--- config.mk ---
export PLATFORM = sky130hd
export DESIGN_NAME = seg_scan_driver
export DESIGN_NICKNAME = d
export VERILOG_FILES = /design/src/rtl/seg_scan_driver.sv
export SDC_FILE = /design/constraint.sdc
export NUM_CORES = 1
export LEC_CHECK = 0
export ABC_AREA = 0
export CAP_MARGIN = 20
export CORE_MARGIN = 2
export CORE_UTILIZATION = 60
export DETAILED_ROUTE_END_ITERATION = 10
export PLACE_DENSITY_LB_ADDON = 0.25
export SYNTH_ARGS = -nofsm -noshare
export SYNTH_HDL_FRONTEND = slang
export SYNTH_SLANG_ARGS = --single-unit
--- constraint.sdc ---
create_clock -name clk -period 4.61 [get_ports clk]
set_input_delay 0.6915 -clock clk [delete_from_list [all_inputs] [get_ports clk]]
set_output_delay 0.6915 -clock clk [all_outputs]
set_load 0.02 [all_outputs]
--- src/rtl/seg_scan_driver.sv ---
// seg_scan_driver: multiplexed hex seven-segment scanner with frame-synchronous loading and anode guard cycle.
// Define SEG_LZB_EN to enable leading-zero blanking of the shadowed value.
module seg_scan_driver #(
    parameter int DIGITS     = 4,
    parameter int SCAN_DIV   = 131072,
    parameter int ACTIVE_LOW = 1
) (
    input  logic                  clk,
    input  logic                  clr,
    input  logic                  load,
    input  logic [4*DIGITS-1:0]   value,
    input  logic [DIGITS-1:0]     blank,
    input  logic [DIGITS-1:0]     dp_in,
    output logic [6:0]            seg,
    output logic [DIGITS-1:0]     an,
    output logic                  dp,
    output logic                  frame_done
);
    localparam int CW = $clog2(SCAN_DIV);
    localparam int IW = $clog2(DIGITS);
    localparam int W  = 6 * DIGITS;
    localparam logic AL = ACTIVE_LOW != 0;
    localparam logic [6:0] SEG_OFF = {7{AL}};
    localparam logic [DIGITS-1:0] AN_OFF = {DIGITS{AL}};

    logic [CW-1:0]     cnt_q, cnt_d;
    logic [IW-1:0]     idx_q, idx_d, cur_q, cur_d;
    logic              guard_q, guard_d;
    logic [6:0]        seg_q, seg_d;
    logic [DIGITS-1:0] an_q, an_d;
    logic              dp_q, dp_d;
    logic              fd_q, fd_d;
    logic [W-1:0]      pd_q, pd_d, sh_q, sh_d;
    logic              pv_q, pv_d;
    logic [4*DIGITS-1:0] sh_val;
    logic [DIGITS-1:0] sh_blank, sh_dp;
    logic              tick, boundary, dark, lzb;
    logic [3:0]        nib;
`ifdef SEG_LZB_EN
    logic              z;
`endif

    function automatic logic [6:0] enc(input logic [3:0] n);
        case (n)
            4'h0: enc = 7'b1000000;
            4'h1: enc = 7'b1111001;
            4'h2: enc = 7'b0100100;
            4'h3: enc = 7'b0110000;
            4'h4: enc = 7'b0011001;
            4'h5: enc = 7'b0010010;
            4'h6: enc = 7'b0000010;
            4'h7: enc = 7'b1111000;
            4'h8: enc = 7'b0000000;
            4'h9: enc = 7'b0010000;
            4'hA: enc = 7'b0001000;
            4'hB: enc = 7'b0000011;
            4'hC: enc = 7'b1000110;
            4'hD: enc = 7'b0100001;
            4'hE: enc = 7'b0000110;
            default: enc = 7'b0001110;
        endcase
    endfunction

    assign {sh_val, sh_blank, sh_dp} = sh_q;

    // Suppression of digit idx: it and every more-significant digit are zero with no dp set
    always_comb begin
        lzb = 1'b0;
`ifdef SEG_LZB_EN
        z = 1'b1;
        for (int i = DIGITS - 1; i > 0; i--) begin
            z = z && sh_val[4*i +: 4] == 4'd0 && !sh_dp[i];
            if (IW'(i) == idx_q) lzb = z;
        end
`endif
    end

    always_comb begin
        tick     = cnt_q == CW'(SCAN_DIV - 1);
        boundary = tick && idx_q == '0;
        nib      = sh_val[4*idx_q +: 4];
        dark     = sh_blank[idx_q] | lzb;
        cnt_d    = tick ? '0 : cnt_q + CW'(1);
        idx_d    = tick ? (idx_q == '0 ? IW'(DIGITS - 1) : idx_q - IW'(1)) : idx_q;
        cur_d    = tick ? idx_q : cur_q;
        guard_d  = tick;
        seg_d    = tick ? (dark ? SEG_OFF : enc(nib) ^ {7{~AL}}) : seg_q;
        dp_d     = tick ? AL ^ (!dark && sh_dp[idx_q]) : dp_q;
        an_d     = tick ? AN_OFF : guard_q ? AN_OFF ^ (DIGITS'(1) << cur_q) : an_q;
        fd_d     = boundary;
        pd_d     = load ? {value, blank, dp_in} : pd_q;
        pv_d     = boundary ? 1'b0 : load ? 1'b1 : pv_q;
        sh_d     = !boundary ? sh_q : load ? {value, blank, dp_in} : pv_q ? pd_q : sh_q;
    end

    always_ff @(posedge clk) begin
        if (clr) begin
            cnt_q   <= '0;
            idx_q   <= IW'(DIGITS - 1);
            cur_q   <= IW'(DIGITS - 1);
            guard_q <= 1'b0;
            seg_q   <= SEG_OFF;
            an_q    <= AN_OFF;
            dp_q    <= AL;
            fd_q    <= 1'b0;
            pd_q    <= '0;
            sh_q    <= '0;
            pv_q    <= 1'b0;
        end else begin
            cnt_q   <= cnt_d;
            idx_q   <= idx_d;
            cur_q   <= cur_d;
            guard_q <= guard_d;
            seg_q   <= seg_d;
            an_q    <= an_d;
            dp_q    <= dp_d;
            fd_q    <= fd_d;
            pd_q    <= pd_d;
            sh_q    <= sh_d;
            pv_q    <= pv_d;
        end
    end

    assign seg        = seg_q;
    assign an         = an_q;
    assign dp         = dp_q;
    assign frame_done = fd_q;
endmodule

; Yosys cells after proc, flatten, opt, wreduce, memory -nomap -nowiden
; Memories as Yosys holds them, arrays and structs flattened.
; Cells that the tools add are included.
[word_totals]
output_inout_bits = 13
n_memories = 1
wordCells = 36
romBits = 112
reg_bits = 84
in_bits = 27
[classes]
muxes = 8
n_bitwise = 2
addsub = 2
reduce_logical = 8
order_cmp = 1
n_eq_ne = 1
n_shift = 2
[mem_list]
columns = memory, depth, width, read_ports, rd_clocked_by_memory_dff, write_ports, line_no
row1 = (name not given), 16, 7, 1, 0, 0, 44  ; case (n)
[ops]
columns = op, count
row1 = 2-to-1 mux 24 bit, 2
row2 = adder 17 x 1 -> 17 bit (second input constant), 1
row3 = equality test 17 bit (second input constant), 1
row4 = indexed part select 16 x 5 -> 4 bit, 1
row5 = 2-to-1 mux 7 bit, 1
row6 = binary-select mux 1 bit (select 2 bit), 2
row7 = inverter 4 bit, 1
row8 = OR reduction 2 bit, 2
row9 = left shift 1 x 2 -> 4 bit (first input constant), 1
row10 = < comparator 2 x 3 -> 1 bit (second input constant), 1
row11 = logical AND 1 bit, 2
row12 = zero test 2 bit, 1
row13 = 2-to-1 mux 1 bit, 2
row14 = 2-to-1 mux 2 bit, 1
row15 = AND reduction 2 bit, 1
row16 = nonzero test 2 bit, 1
row17 = subtractor 2 x 1 -> 2 bit (second input constant), 1
row18 = zero test 1 bit, 1
row19 = inverter 1 bit, 1

; Depth between registers and ports, before layout
[depth]
word_depth = 5
ltp_mapped = 11
ltp_nobuf = 10

; Worst setup path before layout
; No wires, ideal clock.
[synth_timing]
kind = flip-flop to flip-flop
from = register cnt_q[0]
to = register seg_q[0], in the netlist seg[0]
path_buffers = 1
t_arrival_ns = 2.257
path_stages_with_launch = 12
required_ns = 4.488
path_slack_ns = 2.230
period_less_slack_ns = 2.380
cell_sequence = dfxtp_1 -> ha_1 -> nand2_1 -> nor2_1 -> and3_1 -> and3_1 -> ha_1 -> or2_2 -> clkbuf_1 -> o22ai_1 -> a311oi_1 -> a311o_1
[synth_between]
elab_chain_len = 1
[synth_rtl]
columns = element, line_no
row1 = from (decl), 26  ; logic [CW-1:0] cnt_q, cnt_d;
row2 = from (signal assigned), 110  ; cnt_q <= cnt_d;
row3 = equality test 17 bit, 79  ; tick = cnt_q == CW'(SCAN_DIV - 1);
row4 = to (signal assigned), 114  ; seg_q <= seg_d;
row5 = to (decl), 29  ; logic [6:0] seg_q, seg_d;
; No other way between the ends.
; A chain may end at the register's enable or synchronous reset.

; Worst setup path in the final report
[layout_timing]
from = register idx_q[0]
to = register seg_q[0], in the netlist seg[0]
[layout_between]
elab_chain_len = 3
[layout_rtl]
columns = element, line_no
row1 = from (decl), 27  ; logic [IW-1:0] idx_q, idx_d, cur_q, cur_d;
row2 = from (signal assigned), 99  ; idx_q <= IW'(DIGITS - 1);
row3 = from (signal assigned), 111  ; idx_q <= idx_d;
row4 = indexed part select 16 x 5 -> 4 bit / binary-select mux 1 bit (select 2 bit) (equally long branches), "81, 82"
row5 = memory read (16 x 7 bit) / 2-to-1 mux 1 bit (equally long branches), n/a
row6 = 2-to-1 mux 7 bit *, 87  ; seg_d = tick ? (dark ? SEG_OFF : enc(nib) ^ {7{~AL}}) : seg_q;
; Every way passes the cells marked *; elsewhere a longest branch is shown, timed or not. The select of a mux whose other input is x is not followed.

==> out/qor.csv <==
metric,value,unit
groute.layer.met2.usage,0.329,
placed_cell_area,3990,um2
postLayoutCellArea,4170,um2
outcome,finished clean,
startpoint_type,flip-flop,
tritoncts,done,
cts.reportedPaths.clkPinSlew,0.08,ns
antenna_left,0,
p_leak,1.62,nW
hold-path-cell-count,2,
final-instance-count-excl-fill,488,
synth-main-ff-cell,sky130_fd_sc_hd__dfxtp_1,
numCtsBuffers,9,
report.final.slew_viol_count,0,
clockRootBuffer,sky130_fd_sc_hd__clkbuf_8,
grt_pass1_wl,10.8,mm
initial_utilization,0.617,
gr_usage_total,0.210,
postCtsHoldBufs,0,
fin_crit_sh,0.626,
finish.net_count,445,
ir_worst_vdd,0.198,mV
placement.io_buffers,39,
max_slew.worst_pin.slew,1.04,ns
num_antenna_cells,0,
reg2reg_depth,5,
remaining_drc_errors,0,
setup_violations,0,
synth_seq_cells,84,
power_density,308,nW/um2
rsz0062_at_grt,false,
io-pin-count,40,
flow.area_growth_from_synthesis,15.6,%
synth_top_area_frac,0.466,
route.vias.total,2703,
worstHoldPathType,flip-flop to flip-flop,
finalHoldViolations,0,
syn-instance-count,380,
max-clock-path-buffers,2,
fill_cell_total_of_the_finished_layout,457,
clock_latency_on_the_worst_skew_pair,0.34,ns
ys_warn_count,0,
cts_sinks,84,
critical_path.endpoint_type,flip-flop,
die-height,81.5,um
synth_sequential_area_ratio,0.466,
ys_top_cells_by_count,"84 x sky130_fd_sc_hd__dfxtp_1, 79 x sky130_fd_sc_hd__nor2_1, 30 x sky130_fd_sc_hd__mux2i_1, 24 x sky130_fd_sc_hd__a211oi_1",
worst_hold_slack,0.480,ns
syn_nets,417,
grtUsageMet3,0.0352,
die_boundary_width,81.5,um
core.rowCount,28,
grt_antenna_before_repair,0,
detailedRoute.firstPassIterationCount,4,
drt_wl_total,6.54,mm
route.detailed.vias_per_inst,5.54,
finalCriticalPeriod,2.88,ns
maxCapViolCount,0,
dpl.cell_count,472,
worst-endpoint-required,4.83,ns
layout-drive-gt1-share,0.0702,
netlist_area,3610,um2
postSynthAreaPerCell,9.49,um2
yosysMostFrequentCell,sky130_fd_sc_hd__dfxtp_1,
die_area,6650,um2
fp.coreArea,5850,um2
timing_worst_setup_path_type,flip-flop to flip-flop,
global_route.usage.met1,0.285,
max_clock_freq,347,MHz
setup_total_negative_slack,0,ns
place_hpwl,4.45,mm
cts_htree_levels,3,
gp_routability_congestion,0.891,
grt.overflow.total,0,
fin_skew,0.00898,ns
synth_top_area_cell,sky130_fd_sc_hd__dfxtp_1,
worstPathMaxFanout,23,
sequential_cell_area,1680,um2
synthDistinctLibCells,47,
grt-busiest-layer,met2,
slew-limit-headroom,0.307,
drt-initial-drc-count,136,
post_cts.resized_instances,0,
share_of_synthesized_flip_flops_with_an_asynchronous_set_or_reset,0,
wl_per_cell,13.4,um
finish.utilization,0.713,
first_global_vias,2365,
worst_ep_arrival_time,3.11,ns
grt_max_degree,62,
multi_input_comb_area,1780,um2
synth_enable_flop_cells,0,
synth.area.top_cells,"sky130_fd_sc_hd__dfxtp_1 47%, sky130_fd_sc_hd__mux2i_1 8.3%, sky130_fd_sc_hd__nor2_1 8.2%, sky130_fd_sc_hd__a211oi_1 5.0%, sky130_fd_sc_hd__ha_1 3.5%",
number_of_post_cts_setup_repair_buffers,0,
## sequential cells by signal, summed over array words and instances (netlist names)
signal	cells
guard_q	1
sh_q	24
cnt_q	17
frame_done	1
pv_q	1
idx_q	2
an	4
seg	7
pd_q	24
dp	1
cur_q	2
## final cells by class
cell class              count  area share
clock inverters             3     0.00510
inverters                   8     0.00720
flip-flops and latches     84       0.403
well taps                  75      0.0225
clock buffers              13      0.0381
repair buffers             41      0.0960
multi-input cells         264       0.428
## report_power, final
part / leakage, nW / switching, mW / internal, mW
Combinational: 0.845 / 0.0338 / 0.0356
Sequential: 0.683 / 0.00561 / 0.740
Clock: 0.0896 / 0.245 / 0.226
## through the flow
stage | power, mW | worst slack [ns]
6_report | 1.29 | 1.73
5_1_grt | 1.34 | 1.41
4_1_cts | 1.30 | 1.75
3_5_place_dp | 0.832 | 1.79
3_3_place_gp | 0.831 | 1.87
2_1_floorplan | 0.802 | 2.23
## cells in the final DEF (no fill, tap or decap), drive strengths merged, types with 2 or more instances in the layout
cell type / n
mux4: 5
nand2b: 3
clkbuf: 13
nor2: 79
and2: 3
inv: 8
nand3: 9
nand4: 3
or2: 2
o21ai: 11
ha: 10
a211oi: 24
nand3b: 5
mux2i: 30
a31oi: 5
nor4: 3
a211o: 2
nor3: 5
a21oi: 6
xnor2: 8
or3b: 2
nor3b: 3
o22ai: 2
xor2: 5
dfxtp: 84
clkinv: 2
mux2: 4
buf: 3
or3: 3
nor2b: 4
and3: 4
nand2: 15
clkdlybuf4s50: 38
## metal layers
layer	share of wire	routed length, um
met5	0	0
met3	0.036	238
met2	0.46	3030
met4	0.017	109
met1	0.48	3160
## final timing paths
path / startpoint / end / slack, ns
worst max-delay path: idx_q[0]$_SDFFE_PP1N_ / seg[0]$_SDFFE_PP1N_ / 1.73
worst min-delay path: an[1]$_SDFFE_PP1P_ / an[1]$_SDFFE_PP1P_ / 0.48
worst max register to register: idx_q[0]$_SDFFE_PP1N_ / seg[0]$_SDFFE_PP1N_ / 1.73
worst min register to register: an[1]$_SDFFE_PP1P_ / an[1]$_SDFFE_PP1P_ / 0.48
## kinds of logic (layout without fill, tap and decap cells)
| group | Yosys count | count (layout) | share of synthesized area |
|---|---|---|---|
| xor+xnor | 13 | 13 | 0.0316 |
| fa+ha+maj | 10 | 10 | 0.0347 |
| compound gates | 59 | 59 | 0.112 |
| flops | 84 | 84 | 0.466 |
| mux | 39 | 39 | 0.130 |
| buf+inv | 32 | 65 | 0.0402 |
| simple gates | 143 | 143 | 0.185 |
## critical path, stage by stage, from the launching register on
cell,delay (ns)
sky130_fd_sc_hd__dfxtp_1,0.88
sky130_fd_sc_hd__mux4_1,0.77
sky130_fd_sc_hd__ha_1,0.29
sky130_fd_sc_hd__a2111oi_0,0.40
sky130_fd_sc_hd__o21ai_0,0.13
sky130_fd_sc_hd__a311o_1,0.29
Note: power is estimated with default switching activity, not from simulation.
